$ cat src/rtl/rv0_core_pkg.sv
// Shared core types: opcode constants, operand-select enums and the issue buffer entry.
package rv0_core_pkg;

  localparam int XLEN = 32;

  localparam logic [6:0] OPC_LOAD   = 7'b0000011;
  localparam logic [6:0] OPC_OP_IMM = 7'b0010011;
  localparam logic [6:0] OPC_AUIPC  = 7'b0010111;
  localparam logic [6:0] OPC_STORE  = 7'b0100011;
  localparam logic [6:0] OPC_OP     = 7'b0110011;
  localparam logic [6:0] OPC_LUI    = 7'b0110111;
  localparam logic [6:0] OPC_BRANCH = 7'b1100011;
  localparam logic [6:0] OPC_JALR   = 7'b1100111;
  localparam logic [6:0] OPC_JAL    = 7'b1101111;

  typedef enum logic [2:0] {IMM_I, IMM_S, IMM_B, IMM_U, IMM_J} imm_type_e;
  typedef enum logic [1:0] {OP1_RS1, OP1_PC, OP1_ZERO} op1_sel_e;
  typedef enum logic       {OP2_RS2, OP2_IMM} op2_sel_e;

  typedef struct packed {
    logic [31:0]     insn;
    logic [XLEN-1:0] pc;
    logic [XLEN-1:0] r1;
    logic [XLEN-1:0] r2;
    logic [4:0]      rs1;
    logic [4:0]      rs2;
    logic            r1_reg;
    logic            r2_reg;
  } issue_entry_t;

  // Overwrite any register-sourced operand that the current writeback targets.
  function automatic issue_entry_t snoop(issue_entry_t e, logic wv, logic [4:0] wa,
                                         logic [XLEN-1:0] wd);
    issue_entry_t s;
    s = e;
    if (wv && wa != 5'd0) begin
      if (e.r1_reg && e.rs1 == wa) s.r1 = wd;
      if (e.r2_reg && e.rs2 == wa) s.r2 = wd;
    end
    return s;
  endfunction

endpackage

$ cat src/rtl/rv0_imm_gen.sv
// Immediate generator: instruction bits + format select -> sign-extended XLEN immediate.
module rv0_imm_gen
  import rv0_core_pkg::*;
(
  input  logic [31:7]     insn,
  input  imm_type_e       imm_type,
  output logic [XLEN-1:0] imm
);

  always_comb begin
    imm = '0;
    case (imm_type)
      IMM_I: imm = {{20{insn[31]}}, insn[31:20]};
      IMM_S: imm = {{20{insn[31]}}, insn[31:25], insn[11:7]};
      IMM_B: imm = {{19{insn[31]}}, insn[31], insn[7], insn[30:25], insn[11:8], 1'b0};
      IMM_U: imm = {insn[31:12], 12'b0};
      IMM_J: imm = {{11{insn[31]}}, insn[31], insn[19:12], insn[20], insn[30:21], 1'b0};
      default: imm = '0;
    endcase
  end

endmodule

$ cat src/rtl/rv0_alu_issue.sv
// ALU issue stage: two-entry elastic buffer (head + skid) with operand formation at accept
// and writeback snooping on buffered register operands.
module rv0_alu_issue
  import rv0_core_pkg::*;
#(
  parameter int          XLEN_P   = 32,
  parameter logic [31:0] NOP_INSN = 32'h00000013
) (
  input  logic              clk_i,
  input  logic              rst_ni,
  input  logic              ifu_valid_i,
  output logic              ifu_ready_o,
  input  logic [31:0]       ifu_insn_i,
  input  logic [XLEN_P-1:0] ifu_pc_i,
  output logic [4:0]        rf_raddr1_o,
  output logic [4:0]        rf_raddr2_o,
  input  logic [XLEN_P-1:0] rf_rdata1_i,
  input  logic [XLEN_P-1:0] rf_rdata2_i,
  input  logic              wb_valid_i,
  input  logic [4:0]        wb_waddr_i,
  input  logic [XLEN_P-1:0] wb_wdata_i,
  input  logic              flush_i,
  output logic              alu_valid_o,
  input  logic              alu_ready_i,
  output logic [31:0]       alu_insn_o,
  output logic [XLEN_P-1:0] alu_rdata1_o,
  output logic [XLEN_P-1:0] alu_rdata2_o,
  output logic [XLEN_P-1:0] alu_pc_o
);

  localparam logic [1:0] S_EMPTY = 2'd0;
  localparam logic [1:0] S_ONE   = 2'd1;
  localparam logic [1:0] S_FULL  = 2'd2;

  logic [1:0]      state_q, state_d;
  issue_entry_t    head_q, head_d, skid_q, skid_d;
  issue_entry_t    head_snp, skid_snp, new_entry;
  imm_type_e       imm_type;
  op1_sel_e        op1_sel;
  op2_sel_e        op2_sel;
  logic [XLEN-1:0] imm, rs1_val, rs2_val;
  logic            accept, pop;

  assign rf_raddr1_o = ifu_insn_i[19:15];
  assign rf_raddr2_o = ifu_insn_i[24:20];

  always_comb begin
    imm_type = IMM_I;
    op1_sel  = OP1_RS1;
    op2_sel  = OP2_RS2;
    case (ifu_insn_i[6:0])
      OPC_OP_IMM, OPC_LOAD, OPC_JALR: op2_sel = OP2_IMM;
      OPC_STORE: begin
        op2_sel  = OP2_IMM;
        imm_type = IMM_S;
      end
      OPC_LUI: begin
        op1_sel  = OP1_ZERO;
        op2_sel  = OP2_IMM;
        imm_type = IMM_U;
      end
      OPC_AUIPC: begin
        op1_sel  = OP1_PC;
        op2_sel  = OP2_IMM;
        imm_type = IMM_U;
      end
      OPC_JAL: begin
        op1_sel  = OP1_PC;
        op2_sel  = OP2_IMM;
        imm_type = IMM_J;
      end
      OPC_BRANCH: begin
        op1_sel  = OP1_PC;
        op2_sel  = OP2_IMM;
        imm_type = IMM_B;
      end
      default: ;
    endcase
  end

  rv0_imm_gen u_imm_gen (
    .insn     (ifu_insn_i[31:7]),
    .imm_type (imm_type),
    .imm      (imm)
  );

  // x0 is hardwired; a same-cycle writeback beats the regfile read.
  function automatic logic [XLEN-1:0] reg_val(logic [4:0] idx, logic [XLEN-1:0] rf);
    if (idx == 5'd0) return '0;
    if (wb_valid_i && wb_waddr_i == idx) return wb_wdata_i;
    return rf;
  endfunction

  assign rs1_val = reg_val(rf_raddr1_o, rf_rdata1_i);
  assign rs2_val = reg_val(rf_raddr2_o, rf_rdata2_i);

  always_comb begin
    new_entry        = '0;
    new_entry.insn   = ifu_insn_i;
    new_entry.pc     = ifu_pc_i;
    new_entry.rs1    = rf_raddr1_o;
    new_entry.rs2    = rf_raddr2_o;
    new_entry.r1_reg = (op1_sel == OP1_RS1);
    new_entry.r2_reg = (op2_sel == OP2_RS2);
    case (op1_sel)
      OP1_PC:   new_entry.r1 = ifu_pc_i;
      OP1_ZERO: new_entry.r1 = '0;
      default:  new_entry.r1 = rs1_val;
    endcase
    new_entry.r2 = new_entry.r2_reg ? rs2_val : imm;
  end

  assign accept = ifu_valid_i & ifu_ready_o;
  assign pop    = alu_valid_o & alu_ready_i;

  assign head_snp = snoop(head_q, wb_valid_i, wb_waddr_i, wb_wdata_i);
  assign skid_snp = snoop(skid_q, wb_valid_i, wb_waddr_i, wb_wdata_i);

  always_comb begin
    state_d = state_q;
    head_d  = head_snp;
    skid_d  = skid_snp;
    if (flush_i) begin
      state_d = S_EMPTY;
    end else begin
      case (state_q)
        S_EMPTY: if (accept) begin
          state_d = S_ONE;
          head_d  = new_entry;
        end
        S_ONE: begin
          if (accept && pop) begin
            head_d = new_entry;
          end else if (accept) begin
            state_d = S_FULL;
            skid_d  = new_entry;
          end else if (pop) begin
            state_d = S_EMPTY;
          end
        end
        S_FULL: if (pop) begin
          state_d = S_ONE;
          head_d  = skid_snp;
        end
        default: state_d = S_EMPTY;
      endcase
    end
  end

  always_ff @(posedge clk_i or negedge rst_ni) begin
    if (!rst_ni) begin
      state_q     <= S_EMPTY;
      head_q      <= '0;
      skid_q      <= '0;
      ifu_ready_o <= 1'b1;
    end else begin
      state_q     <= state_d;
      head_q      <= head_d;
      skid_q      <= skid_d;
      ifu_ready_o <= (state_d != S_FULL);
    end
  end

  assign alu_valid_o  = (state_q != S_EMPTY);
  assign alu_insn_o   = alu_valid_o ? head_q.insn : NOP_INSN;
  assign alu_rdata1_o = alu_valid_o ? head_q.r1   : '0;
  assign alu_rdata2_o = alu_valid_o ? head_q.r2   : '0;
  assign alu_pc_o     = alu_valid_o ? head_q.pc   : '0;

endmodule

$ cat config.mk
export PLATFORM = sky130hd
export DESIGN_NAME = rv0_alu_issue
export DESIGN_NICKNAME = d
export VERILOG_FILES = /design/src/rtl/rv0_core_pkg.sv /design/src/rtl/rv0_imm_gen.sv /design/src/rtl/rv0_alu_issue.sv
export SDC_FILE = /design/constraint.sdc
export NUM_CORES = 1
export LEC_CHECK = 0
export BUFFER_PORTS_ARGS = -buffer_cell sky130_fd_sc_hd__buf_4
export CAP_MARGIN = 5
export CELL_PAD_IN_SITES_DETAIL_PLACEMENT = 0
export CELL_PAD_IN_SITES_GLOBAL_PLACEMENT = 2
export CORE_MARGIN = 2
export CORE_UTILIZATION = 39
export CTS_BUF_LIST = sky130_fd_sc_hd__clkbuf_2
export CTS_CLUSTER_DIAMETER = 60
export DETAILED_ROUTE_END_ITERATION = 8
export HOLD_SLACK_MARGIN = 0.06
export PLACE_DENSITY = 0.95
export SLEW_MARGIN = 20
export SYNTH_ARGS = -nofsm -noshare
export SYNTH_HDL_FRONTEND = slang
export SYNTH_SLANG_ARGS = --single-unit
$ cat constraint.sdc
create_clock -name clk_i -period 3.3 [get_ports clk_i]
set_input_delay 0 -clock clk_i [delete_from_list [all_inputs] [get_ports clk_i]]
set_output_delay 0 -clock clk_i [all_outputs]
set_load 0.01 [all_outputs]
==> results of run 1 <==
[where the power goes]
part           switching (mW)  total [mW]  internal [mW]
registers               0.452        4.63           4.17
clock network            1.47        2.48           1.00
logic                    1.60        3.67           2.07
total                    3.53        10.8           7.25
[worst max-delay path: cells and delay by family]
family / cells / cell delay [ps]
AO/OA/AOI/OAI: 2 / 280
multiplexers: 1 / 380
AND/OR/NAND/NOR: 2 / 750
XOR/XNOR: 1 / 150
buffers and inverters: 5 / 2480
[layout make-up]
type                    instances  area share
diodes                          4   0.0004336
inverters                       3   0.0004878
clock inverters                18    0.005854
flip-flops and latches        263      0.2852
clock buffers                 105     0.02277
well taps                     518     0.02808
multi-input cells            1068      0.3447
repair buffers                796      0.3125
[layer usage]
metal,vias up,share of wire,global-route usage
met5,-,0.00026,0
li1,6842,-,-
met3,177,0.064,0.05779
met1,7670,0.42,0.3828
met4,2,0.042,0.1392
met2,691,0.47,0.4764
[metrics by stage]
stage	power (mW)	hold WS [ps]	std cells
6_report	10.78	76.52	2775
2_1_floorplan	6.225	-295.6	1477
3_5_place_dp	7.285	86.86	2189
4_1_cts	10.72	61.60	2766
3_3_place_gp	7.145	81.70	2189
5_1_grt	11.43	103.4	2774
[cell usage after synthesis, types with 15 or more instances]
cell type,n
a211o_1,32
a21boi_0,30
a21oi_1,63
a221oi_2,15
a22oi_1,77
and2_1,143
buf_2,17
buf_4,19
clkbuf_1,82
dfrtp_1,262
mux2_2,81
mux2i_1,190
nand2_1,86
nor2_1,48
o21ai_0,110
o21ai_1,32
o22a_1,32
o22ai_1,33
xnor2_1,15
xor2_1,16
[worst paths after layout]
path,endpoint,cells past startpoint,startpoint
max in group asynchronous,head_q[126],4,rst_ni
min in group asynchronous,head_q[26],4,rst_ni
max reg2reg,skid_q[61],8,skid_q[126]
min reg2reg,head_q[79],2,head_q[79]
min,skid_q[25],7,wb_waddr_i[1]
max,head_q[19],11,ifu_insn_i[20]
[flip-flops by register name (all words and copies together) (netlist names)]
signal	flops
state_q	2
skid_q	130
head_q	130
ifu_ready_o	1
[timing repair]
action / in CTS / in global routing
endpoints found under the hold margin: 526 / 0
buffers inserted: 0 / 4
setup endpoints to repair: 0 / 22
hold buffers: 454 / 0
gates resized for setup: 0 / 6
[cells by family after synthesis]
family / after synthesis / share of synthesized area
AOI/OAI and AO/OA: 437 / 0.1939
xor gates and xnor gates: 31 / 0.01794
adders and majority gates: 2 / 0.001653
buffers and inverters: 147 / 0.04902
DFF: 263 / 0.4349
muxes: 272 / 0.1869
and+or+nand+nor: 325 / 0.1157
==> results.yml, run 1 <==
run_status:
  outcome: "finished, final reports clean"
yosys:
  syn_nets: 1650
  synth.cell_area_mm2: 0.01514
  synth_edf_count: 0
  synth_top_area_share: 0.4332
  synth_area_leaders: "dfrtp_1, mux2i_1, mux2_2"
  async_reset_ff_frac: 1.000
  seq_area_frac_synth: 0.4349
  syn_avg_cell_area_um2: 10.25
  yosys.area.top_type: "dfrtp_1"
  yosys_warnings: 0
  synth_seq_cells: 263
  synth-main-ff-cell: "dfrtp_1"
  ys_types: 55
  synth_cells: 1477
clock_network:
  cts.path.max_buffers: 3
  tritoncts: "yes"
  root_buffer: "clkbuf_2"
  cts-htree-levels: 3
  clkLatencyLatePin_ps: 970
  path_clk_slew_ps: 100
  numCtsBuffers: 75
  cts_num_sinks: 263
setup_path:
  r2r_slack_ps: 210
  worst_setup_path_end_kind: "register"
  cp_max_fo: 19
  worstPathArrival_ps: 4050
  cpMostUsedCell: "dlygate4sd3_1"
  crit_required_ps: 4150
  path_class: "in2reg"
  cp-start-kind: "input pin"
  cpPeakStageDelay_ps: 590
  slowest_stage: "dlygate4sd3_1"
  path_cells: "dlygate4sd3_1 -> buf_4 -> xor2_1 -> nor4_1 -> and3_4 -> mux2_2 -> dlygate4sd3_1 -> a22oi_1 -> dlygate4sd3_1 -> o21ai_1 -> dlygate4sd3_1"
placed_design:
  hpwl_mm: 34.44
  placed_cell_area_mm2: 0.01776
  numPortBuffers: 310
  place_congestion: 0.8289
  place_ws_ps: 626.9
die:
  die_h_um: 201
  core_mm2: 0.03847
  row_count: 72
  start_util: 0.3935
  dieArea_mm2: 0.04040
  fp.dieW_um: 201
  ioPinCount: 311
power_and_ir_drop:
  ir_worst_vdd_v: 0.0002609
  powerDensity_mw_per_mm2: 466.9
  p_leak_nw: 10.82
finish:
  area_growth_pct: 52.51
  nFillCells: 3209
  drive_above_1_share: 0.2605
  layout_commonest_cell: "dlygate4sd3_1"
  finalNetCount: 2380
  fin_util: 0.6001
  layout_common_cells: "dlygate4sd3_1, buf_4, dfrtp_1"
  multi_input_area_mm2: 0.007958
  seq_area_mm2: 0.006583
  stdcell_area_mm2: 0.02308
grt:
  antenna_found_initial: 5
  track_usage: 0.2955
  grt_start_max_net_pins: 85
  grt_pass1_wl_mm: 93.08
  grt_pass1_vias: 16410
  grt_overflow: 0
sta:
  timing.fmax_mhz: 311.6
  finalSetupViolCount: 0
  finalSetupTns_ps: 0
  tightest_slew_ps: 917.1
  drv_slew: 0
  relSlewSlack: 0.3842
  rsz0062_at_grt: "no"
  fin_skew_ps: 68.27
  final-hold-violation-count: 0
  setup_ws_ps: 90.48
  fin_crit_sh: 0.9726
  period_minus_slack_ps: 3210
detailed_routing:
  wirelength_mm: 60.63
  drtPass1Iterations: 5
  wl_per_cell_um: 21.85
  num_vias: 15380
  avgViaCountPerCell: 5.543
  drtIter0Drc: 958
  drcViolationCount: 0
  antenna_left: 0
min_path:
  holdCritPathClass: "in2reg"
flow_run:
  cap_violations: 0
No activity file was read; power rests on OpenSTA's default activity.
==> run 2: changes to the inputs <==
--- a/config.mk
+++ b/config.mk
@@ -7,7 +7,7 @@
 export LEC_CHECK = 0
 export BUFFER_PORTS_ARGS = -buffer_cell sky130_fd_sc_hd__buf_4
 export CAP_MARGIN = 5
-export CELL_PAD_IN_SITES_DETAIL_PLACEMENT = 0
+export CELL_PAD_IN_SITES_DETAIL_PLACEMENT = 1
 export CELL_PAD_IN_SITES_GLOBAL_PLACEMENT = 2
 export CORE_MARGIN = 2
 export CORE_UTILIZATION = 39
==> run 2 against run 1 <==
- first-iteration DRC count is 32% higher
- fmax is 0.93% higher
- register-to-register slack worse by 90 ps
- die area stayed put
- highest routed layer unchanged
- core utilization is 0.41 points lower
- via count is 7.0% higher
- setup slack better by 30 ps
- critical path type is now reg2reg
- largest power group unchanged
==> results.yml, run 2 (synthesized netlist as in run 1, its figures left out) <==
clock_network:
  cts_num_sinks: 263
  numCtsBuffers: 76
  path_clk_slew_ps: 110
  cts.path.max_buffers: 3
  tritoncts: "yes"
  root_buffer: "clkbuf_2"
  clkLatencyLatePin_ps: 1030
  cts-htree-levels: 3
sta:
  final-hold-violation-count: 0
  timing.fmax_mhz: 314.5
  fin_skew_ps: 87.63
  finalSetupViolCount: 0
  rsz0062_at_grt: "no"
  drv_slew: 0
  period_minus_slack_ps: 3180
  finalSetupTns_ps: 0
  relSlewSlack: 0.3239
  tightest_slew_ps: 1014
  fin_crit_sh: 0.9636
  setup_ws_ps: 120.1
detailed_routing:
  drcViolationCount: 0
  wirelength_mm: 78.14
  num_vias: 16460
  antenna_left: 0
  drtPass1Iterations: 5
  drtIter0Drc: 1265
  wl_per_cell_um: 28.24
  avgViaCountPerCell: 5.948
setup_path:
  path_cells: "and3b_1 -> and2_4 -> nor2_1 -> nor2_4 -> buf_12 -> nor2_1 -> a211o_1 -> dlygate4sd3_1"
  crit_required_ps: 4100
  worst_setup_path_end_kind: "register"
  worstPathArrival_ps: 3980
  cp-start-kind: "register"
  slowest_stage: "dlygate4sd3_1"
  cpMostUsedCell: "nor2_1"
  path_class: "reg2reg"
  cp_max_fo: 51
  cp_top_family: "simple AND/OR/NAND/NOR gates"
  crit_buf_inv: 2
  cpPeakStageDelay_ps: 600
power_and_ir_drop:
  p_leak_nw: 10.80
  powerDensity_mw_per_mm2: 501.7
  ir_worst_vdd_v: 0.0002688
die:
  core_mm2: 0.03847
  die_h_um: 201
  start_util: 0.3935
  row_count: 72
  dieArea_mm2: 0.04040
  fp.dieW_um: 201
  ioPinCount: 311
flow_run:
  cap_violations: 0
finish:
  area_growth_pct: 51.46
  seq_area_mm2: 0.006583
  finalNetCount: 2364
  multi_input_area_mm2: 0.007940
  layout_commonest_cell: "dlygate4sd3_1"
  drive_above_1_share: 0.2673
  top_regs: "head_q: 130 flops, skid_q: 130 flops, state_q: 2 flops"
  layout_common_cells: "dlygate4sd3_1, buf_4, dfrtp_1"
  nFillCells: 4224
grt:
  grt_pass1_wl_mm: 117.1
  antenna_found_initial: 5
  grt_start_max_net_pins: 85
  grt_overflow: 0
  grt_pass1_vias: 18500
  track_usage: 0.3814
placed_design:
  place_ws_ps: 538.5
  numPortBuffers: 310
  hpwl_mm: 37.09
  place_congestion: 0.8289
min_path:
  holdCritPathClass: "in2reg"
run_status:
  outcome: "finished, final reports clean"
## run 2: worst paths after layout
kind                            cells after the start           to  slack [ps]           from
worst max-delay path                                8   head_q[57]         120    ifu_ready_o
worst min-delay path                                5   head_q[53]          90  wb_wdata_i[9]
worst max register to register                      8   head_q[57]         120    ifu_ready_o
max in group asynchronous                           4  skid_q[131]        2470         rst_ni
min in group asynchronous                           4   head_q[72]         130         rst_ni
worst min register to register                      2   head_q[97]         480     head_q[97]
## run 2: layer usage
metal  share of wire  track usage  vias to the layer above  wire length, um
li1                -            -                     6830                -
met3           0.069      0.08377                      347             5383
met2            0.49       0.6509                      926            38450
met5         0.00018            0                        -               14
met1            0.37       0.4352                     8353            29200
met4           0.065       0.2373                        2             5095
## run 2: metrics by stage
stage,power (mW),cells,hold slack (ps),area [um2],utilization
global route,12.01,2767,120.9,22920,0.5960
CTS,10.86,2751,62.04,22790,0.5924
detailed placement,7.360,2189,94.77,17760,0.4618
floorplan,6.225,1477,-295.6,15140,-
finish,11.50,2767,85.75,22920,0.5960
global placement,7.145,2189,81.70,17760,0.4618
## run 2: repair_timing
action                                 in CTS  in global routing
resized for setup                           0                  5
setup buffers                               0                 12
endpoints found under the hold margin     526                  0
setup endpoints to repair                   0                 49
hold buffers                              430                  0
## run 2: area by class of cell
cell class,count,share of cell area
Tap cell,518,0.02827
Multi-Input combinational cell,1068,0.3464
Antenna cell,4,0.0004366
Clock buffer,115,0.02511
Clock inverter,17,0.005130
Sequential cell,263,0.2871
Timing Repair Buffer,779,0.3071
Inverter,3,0.0004912
## run 2: worst register-to-register path, cell delays in order (launching register included)
cell and delay, ps:
dfstp_2 580, and3b_1 280, and2_4 210, nor2_1 120, nor2_4 450, buf_12 370, nor2_1 150, a211o_1 270
dlygate4sd3_1 600
## run 2: power by group
group          internal [mW]  switching [mW]  total (mW)
combinational           2.05            1.94        4.00
clock                   1.07            1.68        2.75
sequential              4.18           0.575        4.75
total                   7.30            4.20        11.5
